### src/rtl/cpu_pkg.sv
// Shared definitions for the mini-SRC control path: opcodes, ALU codes,
// sequencer states and opcode classification helpers.
package cpu_pkg;

  // Opcodes as found in ir[31:27]
  localparam logic [4:0] OP_LD   = 5'b00000;
  localparam logic [4:0] OP_LDI  = 5'b00001;
  localparam logic [4:0] OP_ST   = 5'b00010;
  localparam logic [4:0] OP_ADD  = 5'b00011;
  localparam logic [4:0] OP_SHL  = 5'b01011;
  localparam logic [4:0] OP_ADDI = 5'b01100;
  localparam logic [4:0] OP_ANDI = 5'b01101;
  localparam logic [4:0] OP_ORI  = 5'b01110;
  localparam logic [4:0] OP_BR   = 5'b10011;
  localparam logic [4:0] OP_JR   = 5'b10100;
  localparam logic [4:0] OP_NOP  = 5'b11010;
  localparam logic [4:0] OP_HALT = 5'b11011;

  // ALU operation codes (register ALU ops use their own opcode directly)
  localparam logic [4:0] ALU_ADD = 5'b00011;
  localparam logic [4:0] ALU_AND = 5'b00101;
  localparam logic [4:0] ALU_OR  = 5'b00110;

  typedef enum logic [3:0] {
    ST_RST,
    ST_F0,
    ST_F1,
    ST_F2,
    ST_T3,
    ST_T4,
    ST_T5,
    ST_T6,
    ST_T7,
    ST_HALT,
    ST_PAUSE
  } seq_state_t;

  // add .. shl: two-register ALU instructions
  function automatic logic is_alu_reg(input logic [4:0] op);
    return (op >= OP_ADD) && (op <= OP_SHL);
  endfunction

  // addi / andi / ori
  function automatic logic is_alu_imm(input logic [4:0] op);
    return (op >= OP_ADDI) && (op <= OP_ORI);
  endfunction

endpackage

### src/rtl/control_sequencer.sv
// Hardwired Moore control unit for mini-SRC: fetch (F0..F2), then execute
// steps T3..T7 dispatched on the opcode, with memory wait, halt and pause.
module control_sequencer
  import cpu_pkg::*;
#(
  parameter int OP_W   = 5,
  parameter int STEP_W = 4
) (
  input  logic              clock,
  input  logic              reset,
  input  logic [31:0]       ir,
  input  logic              con,
  input  logic              mem_ready,
  input  logic              stop,
  output logic              PCout,
  output logic              PCin,
  output logic              IncPC,
  output logic              MARin,
  output logic              MDRin,
  output logic              MDRout,
  output logic              Read,
  output logic              Write,
  output logic              IRin,
  output logic              Yin,
  output logic              Zin,
  output logic              Zlowout,
  output logic              Cout,
  output logic              CONin,
  output logic              Gra,
  output logic              Grb,
  output logic              Grc,
  output logic              Rin,
  output logic              Rout,
  output logic              BAout,
  output logic [OP_W-1:0]   alu_op,
  output logic              run,
  output logic [STEP_W-1:0] tstep
);

  seq_state_t state_reg;
  seq_state_t state_next;
  seq_state_t boundary_next;

  logic [4:0] opcode;
  logic       ir_unused;

  assign opcode    = ir[31:27];
  assign ir_unused = ^ir[26:0];

  // Where to go after the last step of an instruction
  assign boundary_next = stop ? ST_PAUSE : ST_F0;

  // State register; reset takes effect immediately
  always_ff @(posedge clock or posedge reset) begin
    if (reset) state_reg <= ST_RST;
    else       state_reg <= state_next;
  end

  // Next-state logic
  always_comb begin
    state_next = state_reg;
    unique case (state_reg)
      ST_RST:   state_next = ST_F0;
      ST_F0:    state_next = ST_F1;
      ST_F1:    if (mem_ready) state_next = ST_F2;
      ST_F2:    state_next = ST_T3;
      ST_T3: begin
        if (opcode == OP_HALT)
          state_next = ST_HALT;
        else if (opcode == OP_LD || opcode == OP_LDI || opcode == OP_ST ||
                 opcode == OP_BR || is_alu_reg(opcode) || is_alu_imm(opcode))
          state_next = ST_T4;
        else
          state_next = boundary_next;
      end
      ST_T4:    state_next = ST_T5;
      ST_T5: begin
        if (opcode == OP_LD || opcode == OP_ST || opcode == OP_BR)
          state_next = ST_T6;
        else
          state_next = boundary_next;
      end
      ST_T6: begin
        if (opcode == OP_LD) begin
          if (mem_ready) state_next = ST_T7;
        end else if (opcode == OP_ST) begin
          state_next = ST_T7;
        end else begin
          state_next = boundary_next;
        end
      end
      ST_T7: begin
        // st waits for the write to complete; ld's read already finished
        if (opcode != OP_ST || mem_ready) state_next = boundary_next;
      end
      ST_HALT:  state_next = ST_HALT;
      ST_PAUSE: if (!stop) state_next = ST_F0;
      default:  state_next = ST_RST;
    endcase
  end

  // Output decode of the current state (and the instruction it is executing)
  always_comb begin
    PCout = 1'b0; PCin = 1'b0; IncPC = 1'b0; MARin = 1'b0; MDRin = 1'b0;
    MDRout = 1'b0; Read = 1'b0; Write = 1'b0; IRin = 1'b0; Yin = 1'b0;
    Zin = 1'b0; Zlowout = 1'b0; Cout = 1'b0; CONin = 1'b0;
    Gra = 1'b0; Grb = 1'b0; Grc = 1'b0; Rin = 1'b0; Rout = 1'b0; BAout = 1'b0;
    alu_op = '0;
    run    = 1'b1;
    tstep  = '0;
    unique case (state_reg)
      ST_F0: begin
        tstep = STEP_W'(0);
        PCout = 1'b1; MARin = 1'b1; IncPC = 1'b1; Zin = 1'b1;
      end
      ST_F1: begin
        tstep = STEP_W'(1);
        Zlowout = 1'b1; PCin = 1'b1; Read = 1'b1; MDRin = 1'b1;
      end
      ST_F2: begin
        tstep = STEP_W'(2);
        MDRout = 1'b1; IRin = 1'b1;
      end
      ST_T3: begin
        tstep = STEP_W'(3);
        if (opcode == OP_LD || opcode == OP_LDI || opcode == OP_ST) begin
          Grb = 1'b1; BAout = 1'b1; Yin = 1'b1;
        end else if (is_alu_reg(opcode) || is_alu_imm(opcode)) begin
          Grb = 1'b1; Rout = 1'b1; Yin = 1'b1;
        end else if (opcode == OP_BR) begin
          Gra = 1'b1; Rout = 1'b1; CONin = 1'b1;
        end else if (opcode == OP_JR) begin
          Gra = 1'b1; Rout = 1'b1; PCin = 1'b1;
        end
      end
      ST_T4: begin
        tstep = STEP_W'(4);
        if (is_alu_reg(opcode)) begin
          Grc = 1'b1; Rout = 1'b1; Zin = 1'b1;
          alu_op = OP_W'(opcode);
        end else if (opcode == OP_BR) begin
          PCout = 1'b1; Yin = 1'b1;
        end else begin
          Cout = 1'b1; Zin = 1'b1;
          if (opcode == OP_ANDI)     alu_op = OP_W'(ALU_AND);
          else if (opcode == OP_ORI) alu_op = OP_W'(ALU_OR);
          else                       alu_op = OP_W'(ALU_ADD);
        end
      end
      ST_T5: begin
        tstep = STEP_W'(5);
        if (opcode == OP_LD || opcode == OP_ST) begin
          Zlowout = 1'b1; MARin = 1'b1;
        end else if (opcode == OP_BR) begin
          Cout = 1'b1; Zin = 1'b1; alu_op = OP_W'(ALU_ADD);
        end else begin
          Zlowout = 1'b1; Gra = 1'b1; Rin = 1'b1;
        end
      end
      ST_T6: begin
        tstep = STEP_W'(6);
        if (opcode == OP_LD) begin
          Read = 1'b1; MDRin = 1'b1;
        end else if (opcode == OP_ST) begin
          Gra = 1'b1; Rout = 1'b1; MDRin = 1'b1;
        end else if (con) begin
          Zlowout = 1'b1; PCin = 1'b1;
        end
      end
      ST_T7: begin
        tstep = STEP_W'(7);
        if (opcode == OP_ST) begin
          MDRout = 1'b1; Write = 1'b1;
        end else begin
          MDRout = 1'b1; Gra = 1'b1; Rin = 1'b1;
        end
      end
      default: run = 1'b0;  // RST, HALT, PAUSE
    endcase
  end

endmodule
### config.mk
export PLATFORM = sky130hd
export DESIGN_NAME = control_sequencer
export DESIGN_NICKNAME = d
export VERILOG_FILES = /design/src/rtl/cpu_pkg.sv /design/src/rtl/control_sequencer.sv
export SDC_FILE = /design/constraint.sdc
export NUM_CORES = 1
export LEC_CHECK = 0
export BUFFER_PORTS_ARGS = -buffer_cell sky130_fd_sc_hd__buf_2
export CAP_MARGIN = 0
export CELL_PAD_IN_SITES_DETAIL_PLACEMENT = 0
export CELL_PAD_IN_SITES_GLOBAL_PLACEMENT = 1
export CORE_MARGIN = 1
export CORE_UTILIZATION = 28
export DETAILED_ROUTE_END_ITERATION = 8
export PLACE_DENSITY_LB_ADDON = 0.1
export SYNTH_ARGS = -nofsm -noshare
export SYNTH_HDL_FRONTEND = slang
export SYNTH_SLANG_ARGS = --single-unit
### constraint.sdc
create_clock -name clock -period 2.79 [get_ports clock]
set_input_delay 0.558 -clock clock [delete_from_list [all_inputs] [get_ports clock]]
set_output_delay 0.558 -clock clock [all_outputs]
set_load 0.02 [all_outputs]
==> flow_summary.toml <==
[clock_tree]
cts_tree = "done"
cts_hold_buf = 0
cts_sinks = 4
cts.repair.resized = 0
cts.clk_slew.worst_paths_ns = 0.04
ctsHtreeMaxLevel = 1
cts_made_buffers = 3
cts_root_buffer = "clkbuf_4"
cts_setup_buffers = 0
insertion_delay_ns = 0.23
clockBufferDepth = 2

[power_and_ir_drop]
p_int_uw = 512
vdd_drop_max_mv = 0.241
p_sw_uw = 675
p_per_area_nw_per_um2 = 964
cellLeakagePower_nw = 0.596
switching_share = 0.569
seqPwrFrac = 0.134
pwr-share-comb = 0.806
p_clk_frac = 0.059

[min_path]
hold_path.class = "input pin to asynchronous set/reset pin"

[logic_synthesis]
synth_area_leaders = "dfrtp_1, o21ai_0, nor2_1"
async_flop_share = 1.00
synth-edff-count = 0
yosysTopAreaCell = "dfrtp_1"
synthCells = 151
ys_seq_area_frac = 0.103
synth-seq-cells = 4
syn_avg_cell_area_um2 = 6.43
yosys_warnings = 0
synth_ff_type = "dfrtp_1"
ys_types = 47
syn_area_um2 = 971
synth_most_common_cell = "o21ai_0"
synth_top_area_share = 0.103
synth_common_cells = "o21ai_0, nor2_1, clkbuf_1, nand2_1, nand3_1"

[sta]
period_minus_slack_ns = 2.55
finalSetupTns_ns = 0
rsz0062_at_grt = "false"
min_period_over_period = 0.915
timing.final.ws_setup_ns = 0.238
drv_slew = 0
skew_ns = 0.00548
hold_viol_final = 0
finalSetupViolCount = 0
fmax_mhz = 392

[critical_path]
required_ns = 2.23
startpoint_type = "flop"
end_kind = "output pin"
path_class = "flop to output pin"
worstPathArrival_ns = 1.99
r2r_slack_ns = 0.81
critPathMaxFanout = 13
reg2regPathDepth = 5

[place]
gp_congestion = 0.852
hpwl_um = 2490
portBuffers = 37
place_ws_ns = 0.288

[layout]
nFillCells = 381
syn_to_final_growth_pct = 26.8
multi_input_area_um2 = 779
num_antenna_cells = 0
nets = 224
post_route_cells_drive_above_1_share = 0.308
ff_latch_area_um2 = 100
largest_register_ffs = 4

[routing]
wl_per_cell_um = 13.7
drtIter0Drc = 66
routed.top_layer = "met4"
drc_errors = 0
routed_wl_um = 3170
wl_met3_um = 140
ant_nets = 0
m1WireLength_um = 1420
routed-wl-met2_um = 1580
first_pass_iters = 4
vias = 1276
routed_via_density = 5.52

[floorplanning]
die_h_um = 60.9
pin_count = 67
core_area_um2 = 3340
fp-row-count = 21
die-area_um2 = 3710
initial_core_util = 0.291
die_w_um = 60.9

[job]
cap_violations = 0

[grt]
grt_pass1_wl_um = 5150
grt_max_degree = 19
antenna_found_initial = 0
grt_pass1_vias = 1113
grt_usage = 0.184
grt.overflow.total = 0

[outcome]
outcome = "finished, final reports clean"
placed cells by master (no fill, tap or decap), drive strengths merged, types with 2 or more instances in the layout:
cell     synthesis  final
buf              4     46
o21ai           17     17
nor2            16     16
nand2           12     12
nand3           11     11
a21oi            7      7
nor2b            6      6
inv              5      5
nand2b           5      5
nand4            4      4
dfrtp            4      4
nor3             4      4
a31oi            3      3
o211ai           3      3
and3             3      3
clkbuf          12      3
and2             2      2
and4             2      2
o2111ai          2      2
mux2             2      2
nor4bb           2      2
a311oi           2      2
a22o             2      2
conb             1      2
power groups by stage:
stage               Combinational [mW]  Clock, mW  Sequential [mW]
global placement                 0.963          0            0.162
detailed placement               0.963          0            0.160
CTS                              0.965     0.0736            0.159
finish                           0.957     0.0706            0.159
global route                      1.06     0.0765            0.169
floorplan                        0.719          0            0.101
per-layer routing:
| layer | track usage | vias up |
|---|---|---|
| li1 | - | 620 |
| met1 | 0.236 | 609 |
| met2 | 0.319 | 42 |
| met3 | 0.0171 | 5 |
| met4 | 0.0682 | 0 |
| met5 | 0 | - |
per-stage QoR:
stage	util	area [um2]	hold WS, ns	cells	total power, mW
3_3_place_gp	0.362	1210	0.432	228	1.13
2_1_floorplan	-	975	0.324	152	0.820
5_1_grt	0.369	1230	0.202	231	1.31
6_report	0.369	1230	0.190	231	1.19
3_5_place_dp	0.362	1210	0.441	228	1.12
4_1_cts	0.369	1230	0.190	231	1.20
final timing paths:
check	from	end
min reg2reg	state_reg[3]	state_reg[3]
max	state_reg[2]	alu_op[3]
max in group asynchronous	reset	state_reg[0]
max reg2reg	state_reg[1]	state_reg[1]
min	reset	state_reg[3]
min in group clock	mem_ready	state_reg[0]
logic make-up (layout without fill, tap and decap cells):
kind of cell	Yosys count	in the layout	share of synthesized area
buffers and inverters	21	54	0.0979
multiplexers	3	3	0.0335
other	1	2	0.00386
AO/OA/AOI/OAI	46	46	0.327
AND/OR/NAND/NOR	74	74	0.416
XOR/XNOR	2	2	0.0180
flip-flops	4	4	0.103
area by class of cell:
class,instances,area share
multi-input combinational,127,0.633
timing repair buffer,46,0.205
sequential,4,0.0813
tap,46,0.0467
clock buffer,3,0.0183
inverter,5,0.0152
critical path, cell delays in order, from the launching register on:
cell and delay [ns]:
dfrtp_1 0.56, nor2b_1 0.26, nand2_1 0.19, nor4bb_1 0.42
and2_1 0.18, buf_2 0.15
(Power assumes the default switching activity.)
